==> src/rtl/an29_pkg.sv <==
// Shared constants and types for the AN (A=29) frame scheduler and its Barrett lane.
package an29_pkg;

  localparam int unsigned FRAME_LEN = 25;
  localparam int unsigned A_CODE    = 29;
  localparam int unsigned BARRETT_K = 18;
  localparam int unsigned BARRETT_M = 9039;

  localparam int unsigned CODE_W   = 14;
  localparam int unsigned PROD_W   = 28;  // 14-bit code times 14-bit Barrett constant
  localparam int unsigned QUOT_W   = 10;  // largest quotient is 16383 / 29 = 564
  localparam int unsigned DATA_W   = 5;
  localparam int unsigned IDX_W    = 5;
  localparam int unsigned ERRCNT_W = 5;
  localparam int unsigned DATA_MAX = (1 << DATA_W) - 1;

  typedef enum logic [1:0] {
    StIdle,
    StRun,
    StDrain
  } state_e;

  typedef struct packed {
    logic [DATA_W-1:0] data;
    logic              err;
    logic              last;
  } result_t;

endpackage

==> src/rtl/an29_barrett_lane.sv <==
// Two-stage pipelined Barrett reduction by A_CODE with valid/last sideband.
// No backpressure: the caller guarantees every result has somewhere to go.
module an29_barrett_lane
  import an29_pkg::*;
(
  input  logic              clk_i,
  input  logic              rst_ni,
  input  logic              valid_i,
  input  logic              last_i,
  input  logic [CODE_W-1:0] code_i,
  output logic              valid_o,
  output logic [DATA_W-1:0] data_o,
  output logic              err_o,
  output logic              last_o,
  output logic [1:0]        inflight_o
);

  logic              s1_valid_d, s1_valid_q;
  logic              s1_last_d, s1_last_q;
  logic [CODE_W-1:0] s1_code_d, s1_code_q;
  logic [QUOT_W-1:0] s1_qest_d, s1_qest_q;

  logic              s2_valid_d, s2_valid_q;
  logic              s2_last_d, s2_last_q;
  logic [DATA_W-1:0] s2_data_d, s2_data_q;
  logic              s2_err_d, s2_err_q;

  logic [PROD_W-1:0] prod;
  logic [CODE_W-1:0] qa;
  logic [CODE_W-1:0] rem;
  logic [QUOT_W-1:0] quot;

  // Stage 1: quotient estimate, never above the true quotient and at most one below it.
  always_comb begin
    prod       = PROD_W'(code_i) * PROD_W'(BARRETT_M);
    s1_valid_d = valid_i;
    s1_last_d  = last_i;
    s1_code_d  = code_i;
    s1_qest_d  = QUOT_W'(prod >> BARRETT_K);
  end

  // Stage 2: remainder, single correction step, then saturation and error flag.
  always_comb begin
    qa   = CODE_W'(s1_qest_q) * CODE_W'(A_CODE);
    rem  = s1_code_q - qa;
    quot = s1_qest_q;
    if (rem >= CODE_W'(A_CODE)) begin
      quot = s1_qest_q + QUOT_W'(1);
      rem  = rem - CODE_W'(A_CODE);
    end
    s2_valid_d = s1_valid_q;
    s2_last_d  = s1_last_q;
    if (quot > QUOT_W'(DATA_MAX)) begin
      s2_data_d = DATA_W'(DATA_MAX);
      s2_err_d  = 1'b1;
    end else begin
      s2_data_d = quot[DATA_W-1:0];
      s2_err_d  = (rem != '0);
    end
  end

  // Pipeline registers; only the valid bits matter after reset but all are cleared.
  always_ff @(posedge clk_i) begin
    if (!rst_ni) begin
      s1_valid_q <= 1'b0;
      s1_last_q  <= 1'b0;
      s1_code_q  <= '0;
      s1_qest_q  <= '0;
      s2_valid_q <= 1'b0;
      s2_last_q  <= 1'b0;
      s2_data_q  <= '0;
      s2_err_q   <= 1'b0;
    end else begin
      s1_valid_q <= s1_valid_d;
      s1_last_q  <= s1_last_d;
      s1_code_q  <= s1_code_d;
      s1_qest_q  <= s1_qest_d;
      s2_valid_q <= s2_valid_d;
      s2_last_q  <= s2_last_d;
      s2_data_q  <= s2_data_d;
      s2_err_q   <= s2_err_d;
    end
  end

  // Lane outputs and in-flight count for the scheduler's credit check.
  always_comb begin
    valid_o    = s2_valid_q;
    data_o     = s2_data_q;
    err_o      = s2_err_q;
    last_o     = s2_last_q;
    inflight_o = {1'b0, s1_valid_q} + {1'b0, s2_valid_q};
  end

endmodule

==> src/rtl/an29_frame_scheduler.sv <==
// Frame scheduler: feeds 25-codeword frames through one shared Barrett lane,
// buffers results in a credit-protected skid FIFO and reports per-frame errors.
module an29_frame_scheduler
  import an29_pkg::*;
#(
  parameter int unsigned FIFO_DEPTH = 4
) (
  input  logic        clk,
  input  logic        rst_n,
  input  logic        in_valid,
  output logic        in_ready,
  input  logic [13:0] in_code,
  output logic        out_valid,
  input  logic        out_ready,
  output logic [4:0]  out_data,
  output logic        out_err,
  output logic        out_last,
  output logic        frame_done,
  output logic [4:0]  frame_err_cnt
);

  localparam int unsigned PtrW = (FIFO_DEPTH > 1) ? $clog2(FIFO_DEPTH) : 1;
  localparam int unsigned CntW = $clog2(FIFO_DEPTH + 1);
  localparam int unsigned OccW = CntW + 1;

  state_e              state_d, state_q;
  logic [IDX_W-1:0]    idx_d, idx_q;
  logic [ERRCNT_W-1:0] err_cnt_d, err_cnt_q;
  logic [ERRCNT_W-1:0] frame_err_cnt_d, frame_err_cnt_q;
  logic                frame_done_d, frame_done_q;

  result_t             mem_d [FIFO_DEPTH];
  result_t             mem_q [FIFO_DEPTH];
  logic [PtrW-1:0]     wr_ptr_d, wr_ptr_q;
  logic [PtrW-1:0]     rd_ptr_d, rd_ptr_q;
  logic [CntW-1:0]     cnt_d, cnt_q;

  logic                lane_valid;
  logic [DATA_W-1:0]   lane_data;
  logic                lane_err;
  logic                lane_last;
  logic [1:0]          lane_inflight;

  logic                accept;
  logic                is_last_word;
  logic                credit;
  logic [OccW-1:0]     occ;
  logic                push;
  logic                pop;
  result_t             head;

  an29_barrett_lane u_lane (
    .clk_i      (clk),
    .rst_ni     (rst_n),
    .valid_i    (accept),
    .last_i     (is_last_word),
    .code_i     (in_code),
    .valid_o    (lane_valid),
    .data_o     (lane_data),
    .err_o      (lane_err),
    .last_o     (lane_last),
    .inflight_o (lane_inflight)
  );

  // Handshakes and credit: in-flight plus buffered results may never exceed the FIFO.
  always_comb begin
    occ          = OccW'(lane_inflight) + OccW'(cnt_q);
    credit       = (occ < OccW'(FIFO_DEPTH));
    in_ready     = rst_n & credit & (state_q != StDrain);
    accept       = in_valid & in_ready;
    is_last_word = (idx_q == IDX_W'(FRAME_LEN - 1));
    head         = mem_q[rd_ptr_q];
    out_valid    = (cnt_q != '0);
    pop          = out_valid & out_ready;
    push         = lane_valid;
  end

  // Result FIFO next state; push and pop in the same cycle keep occupancy unchanged.
  always_comb begin
    mem_d    = mem_q;
    wr_ptr_d = wr_ptr_q;
    rd_ptr_d = rd_ptr_q;
    cnt_d    = cnt_q;
    if (push) begin
      mem_d[wr_ptr_q] = '{data: lane_data, err: lane_err, last: lane_last};
      wr_ptr_d = (wr_ptr_q == PtrW'(FIFO_DEPTH - 1)) ? '0 : wr_ptr_q + PtrW'(1);
    end
    if (pop) begin
      rd_ptr_d = (rd_ptr_q == PtrW'(FIFO_DEPTH - 1)) ? '0 : rd_ptr_q + PtrW'(1);
    end
    unique case ({push, pop})
      2'b10:   cnt_d = cnt_q + CntW'(1);
      2'b01:   cnt_d = cnt_q - CntW'(1);
      default: cnt_d = cnt_q;
    endcase
  end

  // Frame FSM, word index and error accounting.
  always_comb begin
    state_d         = state_q;
    idx_d           = idx_q;
    err_cnt_d       = err_cnt_q;
    frame_err_cnt_d = frame_err_cnt_q;
    frame_done_d    = 1'b0;

    if (accept) begin
      idx_d = is_last_word ? '0 : idx_q + IDX_W'(1);
    end

    if (pop) begin
      err_cnt_d = err_cnt_q + ERRCNT_W'(head.err);
      if (head.last) begin
        // Close the frame; the running count restarts for the next one.
        frame_done_d    = 1'b1;
        frame_err_cnt_d = err_cnt_q + ERRCNT_W'(head.err);
        err_cnt_d       = '0;
      end
    end

    unique case (state_q)
      StIdle:  if (accept) state_d = is_last_word ? StDrain : StRun;
      StRun:   if (accept && is_last_word) state_d = StDrain;
      StDrain: if (pop && head.last) state_d = StIdle;
      default: state_d = StIdle;
    endcase
  end

  // Result outputs are forced to zero whenever nothing is being presented.
  always_comb begin
    out_data      = out_valid ? head.data : '0;
    out_err       = out_valid & head.err;
    out_last      = out_valid & head.last;
    frame_done    = frame_done_q;
    frame_err_cnt = frame_err_cnt_q;
  end

  // State registers with synchronous active-low reset.
  always_ff @(posedge clk) begin
    if (!rst_n) begin
      state_q         <= StIdle;
      idx_q           <= '0;
      err_cnt_q       <= '0;
      frame_err_cnt_q <= '0;
      frame_done_q    <= 1'b0;
      mem_q           <= '{default: '0};
      wr_ptr_q        <= '0;
      rd_ptr_q        <= '0;
      cnt_q           <= '0;
    end else begin
      state_q         <= state_d;
      idx_q           <= idx_d;
      err_cnt_q       <= err_cnt_d;
      frame_err_cnt_q <= frame_err_cnt_d;
      frame_done_q    <= frame_done_d;
      mem_q           <= mem_d;
      wr_ptr_q        <= wr_ptr_d;
      rd_ptr_q        <= rd_ptr_d;
      cnt_q           <= cnt_d;
    end
  end

endmodule

==> config.mk <==
export PLATFORM = sky130hd
export DESIGN_NAME = an29_frame_scheduler
export DESIGN_NICKNAME = d
export VERILOG_FILES = /design/src/rtl/an29_pkg.sv /design/src/rtl/an29_barrett_lane.sv /design/src/rtl/an29_frame_scheduler.sv
export SDC_FILE = /design/constraint.sdc
export NUM_CORES = 1
export LEC_CHECK = 0
export BUFFER_PORTS_ARGS = -buffer_cell sky130_fd_sc_hd__buf_2
export CELL_PAD_IN_SITES_DETAIL_PLACEMENT = 1
export CELL_PAD_IN_SITES_GLOBAL_PLACEMENT = 2
export CORE_MARGIN = 4
export CORE_UTILIZATION = 28
export CTS_CLUSTER_SIZE = 28
export DETAILED_ROUTE_END_ITERATION = 7
export PLACE_DENSITY_LB_ADDON = 0.1
export SLEW_MARGIN = 10
export SYNTH_ARGS = -nofsm -noshare
export SYNTH_HDL_FRONTEND = slang
export SYNTH_SLANG_ARGS = --single-unit
==> constraint.sdc <==
create_clock -name clk -period 16.35 [get_ports clk]
set_input_delay 4.0875 -clock clk [delete_from_list [all_inputs] [get_ports clk]]
set_output_delay 4.0875 -clock clk [all_outputs]
set_load 0.01 [all_outputs]
* Word-level counts from Yosys, hierarchy flattened *
Index checks and enable logic that the tools add are counted.

storage, ports and cells
  output and inout bits = 15
  logic and storage cells = 98
  register bits = 87

cells by class
  multiplexer cells = 22
  multiply operators = 2
  $add $sub $neg = 11
  equality and inequality tests = 11
  magnitude comparators = 6
  reductions and logical operators = 10
  bitwise operators = 8

operators by type and width
  cell                    number
  $bwmux 28               1
  $mul 14x14->28 const B  1
  $mux 7                  3
  $mux 5                  4
  $bmux 7 s2              1
  $demux 7 s2             1
  $ge 14x5->1 const B     1
  $mul 10x5->14 const B   1
  $mux 14                 1
  $reduce_bool 14->1      1
  $sub 14x14->14          1
  $sub 14x5->14 const B   1
  $mux 2                  6
  $add 10x1->10 const B   1
  $gt 10x5->1 const B     1
  $mux 10                 1
  $eq 2x2->1 const B      4
  $ne 2x2->1 const B      4
  $and 1x1->1             6
  $ge 3x3->1 const B      2
  $not 2->3               2
  $pmux 2 s3              1
  $pmux 3 s2              1
  $add 5x1->5             1
  17 further kinds        23

* Longest topological paths before layout *
  depth in word-level cells = 9
  gate-level depth with buffers = 21

* Cells and area by module *
From an unflattened synthesis, not the netlist that was laid out.

unflattened totals
  cell total of the unflattened synthesis = 987
  area total of the unflattened synthesis = 8971.1 um2

by module, submodules not included
  module                area each (um2)  seq. area each (um2)  instances  cells an instance
  an29_barrett_lane     6471.2           680.7                 1          699
  an29_frame_scheduler  2499.9           1061.0                1          288

* Least setup slack after synthesis *
Ideal clock, no wire load.

  path kind = input to register
  start = in in_code[10]
  end = reg u_lane.s1_qest_q[8]
  arrival time = 8.596 ns
  setup time = 0.128 ns
  stages on the path = 19
  setup slack = 7.627 ns
  path through = ha_1 -> inv_1 -> fa_1 -> fa_1 -> inv_1 -> fa_1 -> fa_1 -> fa_1 -> ha_1 -> a21o_1 -> a211o_1 -> a211oi_1 -> o31a_1 -> o211ai_1 -> a41oi_1 -> nor2b_1 -> o22ai_1 -> xor2_1 -> nor2_1

on the way
  cells in the longest elaborated chain, start to end = 1

RTL lines
  what                    RTL line                    source
  start: declaration      an29_frame_scheduler.sv:12  input logic [13:0] in_code,
  $mul 14x14->28          an29_barrett_lane.sv:35     prod = PROD_W'(code_i) * PROD_W'(BARRETT_M);
  end signal: assignment  an29_barrett_lane.sv:77     s1_qest_q <= s1_qest_d;
  end: declaration        an29_barrett_lane.sv:21     logic [QUOT_W-1:0] s1_qest_d, s1_qest_q;

Every way passes these cells.
A chain may end at the register's enable or synchronous reset.

* Worst setup path after layout *
  start = in rst_n
  end = out in_ready

on the way
  cells in the longest elaborated chain, start to end = 2

RTL lines
  what                       RTL line                    source
  start: declaration         an29_frame_scheduler.sv:9   input logic rst_n,
  $and 1x1->1 (2 in series)  an29_frame_scheduler.sv:69  in_ready = rst_n & credit & (state_q != StDrain);
  end: declaration           an29_frame_scheduler.sv:11  output logic in_ready,

Every way passes these cells.

==> summary.txt <==
Status
  • Status: complete, no violations

Placed design
  • Post-DP HPWL: 19,700 µm
  • Port buffer count: 32
  • Routability cong.: 0.782

Global route
  • First-pass GRT wire length: 39,700 µm
  • Overflow after GRT: 0
  • Antenna violations before repair: 0
  • Tot GR Track Use: 14.0%
  • Number of global-route vias before repair: 7,212
  • Largest net degree at the start of global routing: 75

Setup path
  • Setup crit start kind: input port
  • Most frequent CP cell: buf_2
  • CP max stage delay: 0.29 ns
  • CP cell instances: buf_2 -> inv_2 -> nor4b_1 -> buf_2
  • Maximum fanout along the worst path: 9
  • Worst path required time: 12.26 ns
  • Setup crit end kind: primary output
  • Arrival time at the worst endpoint: 4.83 ns
  • Critical-path top delay cell: nor4b_1
  • Crit path kind: in -> out

Clock network
  • Postcts setup bufs: 0
  • Clk Latency, worst-skew pair: 0.36 ns
  • CTS Buf Count: 9
  • Clock Path Buffers: 2
  • CTS H-tree lvls: 3
  • # clock sinks: 87
  • CTS root buffer: clkbuf_16
  • Cts hold-fix bufs: 0
  • Clk slew on worst S/H paths: 0.08 ns
  • Cts repair resizes: 0
  • TritonCTS clock tree: done

Cells and area
  • Antenna diodes: 0
  • Share of post-route cells with drive strength above 1: 7.09%
  • Final nets: 1,287
  • Fillers: 3,629
  • Area growth syn-to-layout: 9.85%

Routing
  • Drt drc: 0
  • Total number of vias: 6,525
  • TritonRoute pass-1 iters: 4
  • Vias/cell: 4.56
  • Antenna-violating nets left: 0
  • Wire per inst: 16.5 µm
  • Initial DRC count: 173
  • Drt total wl: 23,600 µm

Logic synthesis
  • Synthesis Warnings: 0
  • Mapped Nets: 1,269
  • Synthesized area: 9000 µm²
  • Synth unique cells: 57
  • Share of the synthesized area in the top cell type: 22.1%
  • Flops & latches, synth: 87
  • Top-count cell post-synth: inv_1
  • Seq/Total Area, Yosys: 19.3%
  • Ys flop type: dfxtp_1
  • Top post-synthesis cells by area: ha_1 (22%), dfxtp_1 (19%), fa_1 (19%), inv_1 (9.0%), a21oi_1 (3.6%)
  • Post-Syn Area per Cell: 8.95 µm²
  • EDFF count, synth: 0
  • Commonest cells in the netlist: inv_1 (215), ha_1 (159), dfxtp_1 (87), fa_1 (86), nor2_1 (68)
  • Synth async-reset ratio: 0%
  • Cell count after synthesis: 1,006
  • Cell taking the most area after synthesis: ha_1

Timing
  • Final Slew Violations: 0
  • Fin Setup TNS: 0 ns
  • Worst-Margin Slew: 0.922 ns
  • Post-route minimum period: 8.92 ns
  • Fin. Hold Viols: 0
  • RSZ-0062 raised after global routing: no
  • Setup Skew: 0.0167 ns
  • Max Clk Rate: 112 MHz
  • Slew margin rel.: 37.7%
  • Final Cycle Share: 54.5%
  • Final setup viols: 0

Floorplan
  • Die height: 187 µm
  • Die width: 187 µm
  • DIE AREA: 35,100 µm²
  • I/O pin count: 33
  • Std cell rows: 65
  • Core Area: 31,600 µm²
  • Starting density of the core: 28.5%

Min path
  • Path type of the worst min-delay path: reg -> reg

Flow run
  • Max-cap viol count: 0
-- kinds of logic (layout without fill, tap and decap cells) --
logic type / count (synthesis) / in the layout / synth area share (%)
and+or+nand+nor: 249 / 249 / 13.5
adders and majority gates: 245 / 245 / 41.2
muxes: 15 / 15 / 2.70
DFF: 87 / 87 / 19.3
AOI/OAI and AO/OA: 131 / 131 / 9.49
buffers and inverters: 242 / 265 / 10.1
xor gates and xnor gates: 37 / 37 / 3.60
-- state kept, by name, summed over array words and instances (netlist names) --
register and cells:
rd_ptr_q 2, u_lane.err_o 1, u_lane.s1_code_q 14, idx_q 5, frame_err_cnt 5, u_lane.s1_valid_q 1, cnt_q 3, u_lane.last_o 1
u_lane.valid_o 1, u_lane.s1_qest_q 10, u_lane.s1_last_q 1, frame_done 1, wr_ptr_q 2, state_q 2, mem_q 28, u_lane.data_o 5
err_cnt_q 5
-- final timing paths --
path                                                end  cells after the start                            from  slack [ns]
worst max register to register  u_lane.err_o$_SDFF_PN0_                     16  u_lane.s1_qest_q[0]$_SDFF_PN0_       10.08
worst min register to register    mem_q[0]$_SDFFE_PN0P_                      2           mem_q[0]$_SDFFE_PN0P_        0.46
worst min-delay path              mem_q[0]$_SDFFE_PN0P_                      2           mem_q[0]$_SDFFE_PN0P_        0.46
worst max-delay path                           in_ready                      4                           rst_n        7.43
-- area by class of cell --
cell class                      instances  area (µm²)  area share [%]
Tap cell                              402         503            5.09
Timing Repair Buffer                   34         175            1.77
Multi-Input combinational cell        677        6350            64.2
Inverter                              215         807            8.16
Sequential cell                        87        1740            17.6
Clock inverter                          6        72.6           0.734
Clock buffer                           10         239            2.42
-- cell usage in the layout, fill, tap and decap left out, drive strengths merged, types with 5 or more instances in the layout --
| master | n |
|---|---|
| o22ai | 6 |
| and2 | 19 |
| a21o | 10 |
| mux4 | 7 |
| fa | 86 |
| o21ai | 10 |
| nor2b | 5 |
| ha | 159 |
| or2 | 5 |
| nor3 | 15 |
| nor2 | 68 |
| buf | 34 |
| a211oi | 9 |
| dfxtp | 87 |
| mux2i | 7 |
| o21a | 9 |
| xor2 | 17 |
| inv | 218 |
| nand2 | 57 |
| a21oi | 65 |
| or3 | 5 |
| clkbuf | 10 |
| xnor2 | 20 |
| nand4 | 7 |
| nand3 | 43 |
-- worst max-delay path: cells and delay by family --
kind          cells  cell delay (ns)
buf+inv           3             0.45
simple gates      1             0.29
-- layer usage --
layer	GRT usage, %	part of all wire [%]
met5	0	0
met3	1.64	1.5
met2	23.2	47
met1	19.9	51
met4	2.67	0.97
-- per-stage QoR --
| step | instance area, µm² | setup slack [ns] | hold WS [ns] | util, % | instances |
|---|---|---|---|---|---|
| after CTS | 9890 | 7.38 | 0.458 | 31.3 | 1431 |
| after global placement | 9580 | 7.08 | 0.419 | 30.3 | 1415 |
| after floorplan | 9000 | 7.63 | 0.412 | - | 1006 |
| after global routing | 9890 | 7.11 | 0.465 | 31.3 | 1431 |
| final | 9890 | 7.43 | 0.455 | 31.3 | 1431 |
| after detailed placement | 9580 | 7.05 | 0.440 | 30.3 | 1415 |
Power is not shown: default switching activity piles up to over one toggle a cycle in this logic, so the estimate is an artifact.
